**src/rtl/fruit_type_gen_6_if.sv**
```systemverilog
// Request/response bundle for the six-fruit type-code generator.
// The master drives the regeneration requests; the slave returns the type codes and status.
interface fruit_type_gen_6_if;
  logic       init_all;
  logic [5:0] refill_req;
  logic [7:0] fruit1_t;
  logic [7:0] fruit2_t;
  logic [7:0] fruit3_t;
  logic [7:0] fruit4_t;
  logic [7:0] fruit5_t;
  logic [7:0] fruit6_t;
  logic       busy;
  logic       types_valid;

  modport master (
    output init_all,
    output refill_req,
    input  fruit1_t,
    input  fruit2_t,
    input  fruit3_t,
    input  fruit4_t,
    input  fruit5_t,
    input  fruit6_t,
    input  busy,
    input  types_valid
  );

  modport slave (
    input  init_all,
    input  refill_req,
    output fruit1_t,
    output fruit2_t,
    output fruit3_t,
    output fruit4_t,
    output fruit5_t,
    output fruit6_t,
    output busy,
    output types_valid
  );
endinterface

```
**src/rtl/fruit_type_gen_6.sv**
```systemverilog
// Regenerates requested fruit type codes from a free-running Galois LFSR, one fruit per cycle.
// Optional macro FRUIT_BALANCE_EN folds values with (v % 3 == 2) down by one or two.
module fruit_type_gen_6 #(
  parameter logic [15:0] SEED = 16'hACE1,
  parameter logic [15:0] TAPS = 16'hB400
) (
  input logic               clk,
  input logic               reset,
  fruit_type_gen_6_if.slave bus
);

  // An all-zero LFSR would lock up, so a zero seed is replaced.
  localparam logic [15:0] SeedEff = (SEED == 16'h0000) ? 16'h0001 : SEED;

  typedef enum logic [1:0] {
    StIdle,
    StScan,
    StDone
  } state_t;

  state_t      r_state;
  state_t      w_state_next;
  logic [2:0]  r_idx;
  logic [2:0]  w_idx_next;
  logic [5:0]  r_pending;
  logic [5:0]  w_clr;
  logic [15:0] r_lfsr;
  logic [15:0] w_lfsr_next;
  logic [7:0]  w_load_val;
  logic [7:0]  r_fruit [6];
  logic        r_busy;
  logic        r_types_valid;

  always_comb begin
    w_lfsr_next = (r_lfsr >> 1) ^ (r_lfsr[0] ? TAPS : 16'h0000);
  end

`ifdef FRUIT_BALANCE_EN
  logic [7:0] w_v;
  logic [7:0] w_mod3;

  // Splitting the residue-2 values evenly between residues 1 and 0 balances bit0 of (value % 3).
  always_comb begin
    w_v        = r_lfsr[7:0];
    w_mod3     = w_v % 8'd3;
    w_load_val = w_v;
    if (w_mod3 == 8'd2) begin
      w_load_val = r_lfsr[8] ? (w_v - 8'd1) : (w_v - 8'd2);
    end
  end
`else
  always_comb begin
    w_load_val = r_lfsr[7:0];
  end
`endif

  always_comb begin
    w_state_next = r_state;
    w_idx_next   = r_idx;
    w_clr        = '0;
    unique case (r_state)
      StIdle: begin
        if (r_pending != 6'b0) begin
          w_state_next = StScan;
          w_idx_next   = 3'd0;
        end
      end
      StScan: begin
        if (r_pending[r_idx]) begin
          w_clr[r_idx] = 1'b1;
        end
        if (r_idx == 3'd5) begin
          w_state_next = StDone;
        end else begin
          w_idx_next = r_idx + 3'd1;
        end
      end
      StDone: begin
        w_state_next = StIdle;
      end
      default: begin
        w_state_next = StIdle;
      end
    endcase
  end

  always_ff @(posedge clk) begin
    if (reset) begin
      r_state       <= StIdle;
      r_idx         <= 3'd0;
      r_pending     <= 6'b0;
      r_lfsr        <= SeedEff;
      r_busy        <= 1'b0;
      r_types_valid <= 1'b0;
      for (int i = 0; i < 6; i++) begin
        r_fruit[i] <= 8'h00;
      end
    end else begin
      r_state       <= w_state_next;
      r_idx         <= w_idx_next;
      // A new request for a fruit being loaded this cycle wins, so it is served again next pass.
      r_pending     <= (r_pending & ~w_clr) | bus.refill_req | {6{bus.init_all}};
      r_lfsr        <= w_lfsr_next;
      r_busy        <= (w_state_next == StScan) || (w_state_next == StDone);
      r_types_valid <= (w_state_next == StDone);
      for (int i = 0; i < 6; i++) begin
        if (w_clr[i]) begin
          r_fruit[i] <= w_load_val;
        end
      end
    end
  end

  assign bus.fruit1_t    = r_fruit[0];
  assign bus.fruit2_t    = r_fruit[1];
  assign bus.fruit3_t    = r_fruit[2];
  assign bus.fruit4_t    = r_fruit[3];
  assign bus.fruit5_t    = r_fruit[4];
  assign bus.fruit6_t    = r_fruit[5];
  assign bus.busy        = r_busy;
  assign bus.types_valid = r_types_valid;

endmodule

```
**src/flat_wrapper.sv**
```systemverilog
// flat-port wrapper written by rule: the top's interface ports become plain ports
module fruit_type_gen_6_flat 
#(
  parameter logic [15:0] SEED = 16'hACE1,
  parameter logic [15:0] TAPS = 16'hB400
)
  (clk, reset, bus_init_all, bus_refill_req, bus_fruit1_t, bus_fruit2_t, bus_fruit3_t, bus_fruit4_t, bus_fruit5_t, bus_fruit6_t, bus_busy, bus_types_valid);
  fruit_type_gen_6_if bus_i ();
  input logic clk;
  input logic reset;
  input wire logic [$bits(bus_i.init_all)-1:0] bus_init_all;
  input wire logic [$bits(bus_i.refill_req)-1:0] bus_refill_req;
  output wire logic [$bits(bus_i.fruit1_t)-1:0] bus_fruit1_t;
  output wire logic [$bits(bus_i.fruit2_t)-1:0] bus_fruit2_t;
  output wire logic [$bits(bus_i.fruit3_t)-1:0] bus_fruit3_t;
  output wire logic [$bits(bus_i.fruit4_t)-1:0] bus_fruit4_t;
  output wire logic [$bits(bus_i.fruit5_t)-1:0] bus_fruit5_t;
  output wire logic [$bits(bus_i.fruit6_t)-1:0] bus_fruit6_t;
  output wire logic [$bits(bus_i.busy)-1:0] bus_busy;
  output wire logic [$bits(bus_i.types_valid)-1:0] bus_types_valid;
  assign bus_i.init_all = bus_init_all;
  assign bus_i.refill_req = bus_refill_req;
  assign bus_fruit1_t = bus_i.fruit1_t;
  assign bus_fruit2_t = bus_i.fruit2_t;
  assign bus_fruit3_t = bus_i.fruit3_t;
  assign bus_fruit4_t = bus_i.fruit4_t;
  assign bus_fruit5_t = bus_i.fruit5_t;
  assign bus_fruit6_t = bus_i.fruit6_t;
  assign bus_busy = bus_i.busy;
  assign bus_types_valid = bus_i.types_valid;
  fruit_type_gen_6 #(.SEED(SEED), .TAPS(TAPS)) u_core (.clk(clk), .reset(reset), .bus(bus_i));
endmodule
```
**config.mk**
```make
export PLATFORM = sky130hd
export DESIGN_NAME = fruit_type_gen_6_flat
export DESIGN_NICKNAME = d
export VERILOG_FILES = /design/src/rtl/fruit_type_gen_6_if.sv /design/src/rtl/fruit_type_gen_6.sv /design/src/flat_wrapper.sv
export SDC_FILE = /design/constraint.sdc
export NUM_CORES = 1
export LEC_CHECK = 0
export BUFFER_PORTS_ARGS = -buffer_cell sky130_fd_sc_hd__buf_4
export CAP_MARGIN = 20
export CORE_ASPECT_RATIO = 2
export CORE_MARGIN = 2
export CORE_UTILIZATION = 40
export CTS_CLUSTER_DIAMETER = 50
export CTS_CLUSTER_SIZE = 40
export DETAILED_ROUTE_END_ITERATION = 8
export PLACE_DENSITY = 0.75
export SETUP_SLACK_MARGIN = 0.15
export SKIP_LAST_GASP = 1
export SLEW_MARGIN = 20
export SYNTH_ARGS = -nofsm -noshare
export SYNTH_HDL_FRONTEND = slang
export SYNTH_SLANG_ARGS = --single-unit
```
**constraint.sdc**
```tcl
create_clock -name clk -period 1.5 [get_ports clk]
set_input_delay 0.3 -clock clk [delete_from_list [all_inputs] [get_ports clk]]
set_output_delay 0.3 -clock clk [all_outputs]
set_load 0.02 [all_outputs]
```
==> results.txt <==
FMAX = 0.701 GHz
First-pass GRT wire length = 8.98 mm
Syn avg cell area = 12.6 µm²
Post-synthesis net count = 236
Clk sink count = 77
Buf/Inv on CP = 0
Async SR Flop Fraction = 0%
Diode count = 0
Core ar. = 0.00689 mm²
Unique cell type count in the Yosys netlist = 29
CTS Buf Count = 9
Yosys top cell by area = edfxtp_1
Clock Skew = 0.00410 ns
Port Buffer Count = 58
Die Width = 63.4 µm
Crit path max-delay cell type = or4_4
Slew HR = 66.4%
Largest net degree at the start of global routing = 24
Hpwl dp = 4.08 mm
Main synth FF type = edfxtp_1
Max Buffers Root-to-Sink = 2
Post-layout min period = 1.43 ns
Commonest cells in the netlist = nor2_1 (60), edfxtp_1 (48), dfxtp_1 (29), nand2b_1 (19), nor2b_1 (10)
Largest cells by area after synthesis = edfxtp_1 (51%), dfxtp_1 (21%), nor2_1 (8.0%)
Sequential-to-total area share from yosys stat = 71.6%
Number of synthesized flops with an enable pin = 48
Critical path required time = 1.73 ns
WS Path Type = flop to flop
CTS tree = yes
Fin crit share = 95.0%
Area delta synth->final = 44.2%
Io pins = 59
Global-route usage over all layers = 15.7%
Max IR drop VDD = 609 µV
DRC Markers = 0
Fillers = 592
Sum of negative setup slack = 0 ns
Rows = 43
P per Cell Area = 1250 mW/mm²
Vias per std cell = 4.73
Final Slew Violations = 0
CP Capture Type = flop
Most frequent cell after synthesis = nor2_1
Yosys Warn Count = 0
CTS root buf = clkbuf_16
RSZ-0062 raised after global routing = true
GP Congestion = 0.783
Die area = 0.00779 mm²
Critical path fanouts, max = 3
FF+latch count, synth = 77
Mapped Area = 0.00283 mm²
WL per Instance = 14.6 µm
Status = finished clean
Share of layout cells above drive strength 1 = 43.9%
Grt total ovfl = 0
Die height = 123 µm
Slew @ Worst Pin = 0.504 ns
CP max stage delay = 0.56 ns
Hold slack = 0.211 ns
Final hold vios = 0
Family with the most delay on the worst path = simple AND/OR/NAND/NOR gates
Cell chain of the critical path = or4_4 -> o21ba_1 -> a221oi_2
Antenna Nets Post-Route = 0
Clock slew at reported path FFs = 0.05 ns
Initial core utilization = 41.0%
Drt total wl = 5.83 mm
Routed vias = 1890
Type of the tightest min-delay check = primary input to flop
Top cell type's share of synthesized area = 51.0%
Max_cap viols = 0
Worst-Skew Late Latency = 0.33 ns
Critical path launch point type = flop
Vias in the first global route = 1852
Final setup viols = 0
H-Tree Depth = 3
Final net count = 317
# hold bufs at CTS = 0
TritonRoute pass-1 iters = 4
Leak = 0.00164 µW
Arrival @ worst endpoint = 1.66 ns
Syn Inst Count = 224
Antenna violations before repair = 0
DRT iter0 DRCs = 44
per-stage QoR:
stage,setup WS (ns),utilization (%),total power (µW),std cells,area (µm²)
detailed placement,0.0869,52.1,2870,376,3590
finish,0.0744,59.1,5080,400,4070
floorplan,-0.00819,-,2680,224,2970
global route,0.0153,59.1,5240,400,4070
global placement,0.105,52.1,2860,376,3590
CTS,0.0958,57.3,5090,398,3950
kinds of logic after synthesis:
kind of cell	count (synthesis)	synth area share (%)
flip-flops	77	71.6
XOR/XNOR	3	0.930
adder cells (fa/ha/maj)	3	1.33
multiplexers	2	0.709
AO/OA/AOI/OAI	15	3.63
buffers and inverters	12	1.59
AND/OR/NAND/NOR	112	20.2
state kept, by name (all words and copies together), names as in the netlist:
name,cells
u_core.r_state,2
u_core.r_idx,3
u_core.r_pending,6
u_core.bus.busy,1
u_core.r_fruit,48
u_core.bus.types_valid,1
u_core.r_lfsr,16
layout by cell type, fill, tap and decap left out, types with 7 or more instances in the layout:
cell type,instances
buf_4,70
clkbuf_16,9
dfxtp_1,23
edfxtp_1,48
nand2b_1,13
nor2_1,44
nor2_2,7
nor2_4,9
nor2b_1,8
or2_2,7
final cells by class:
class	count	area [µm²]	share of cell area [%]
Clock buffer	9	225	5.53
Clock inverter	7	90.1	2.21
Inverter	6	22.5	0.553
Multi-Input combinational cell	135	966	23.7
Sequential cell	77	2040	50.0
Tap cell	90	113	2.76
Timing Repair Buffer	76	619	15.2
path summary, 6_finish.rpt:
path / start / endpoint / slack, ns / depth (start not counted)
setup / recovery: u_core.r_pending[3] / u_core.r_idx[2] / 0.07 / 3
hold / removal: bus_refill_req[5] / u_core.r_pending[5] / 0.21 / 3
setup reg to reg: u_core.r_pending[3] / u_core.r_idx[2] / 0.07 / 3
hold reg to reg: u_core.r_lfsr[12] / u_core.r_lfsr[11] / 0.42 / 1
power by group:
part	switching (µW)	leakage, µW	total [µW]	internal [µW]
Sequential	51.3	0.000742	2400	2350
Combinational	247	0.000756	447	200
Clock	792	0.000143	2230	1440
timing repair:
item / in CTS / in global routing
resized for setup: 2 / 31
pin swaps: 4 / 14
cloned: 0 / 0
buffers inserted: 6 / 2
hold endpoints to repair: 0 / 0
endpoints found under the setup margin: 66 / 81
routing by layer:
layer	part of all wire, %	wire length (µm)	up-vias	GRT usage [%]
met3	3.1	179	11	3.39
met5	0	0	-	0
met2	60	3510	45	30.4
li1	-	-	925	-
met4	2.2	126	0	10.5
met1	35	2010	909	14.1
tightest hold or removal path, stage by stage:
cell	delay, ns
buf_4	0.07
nor2_1	0.03
a21oi_1	0.10
(Power assumes the default switching activity.)
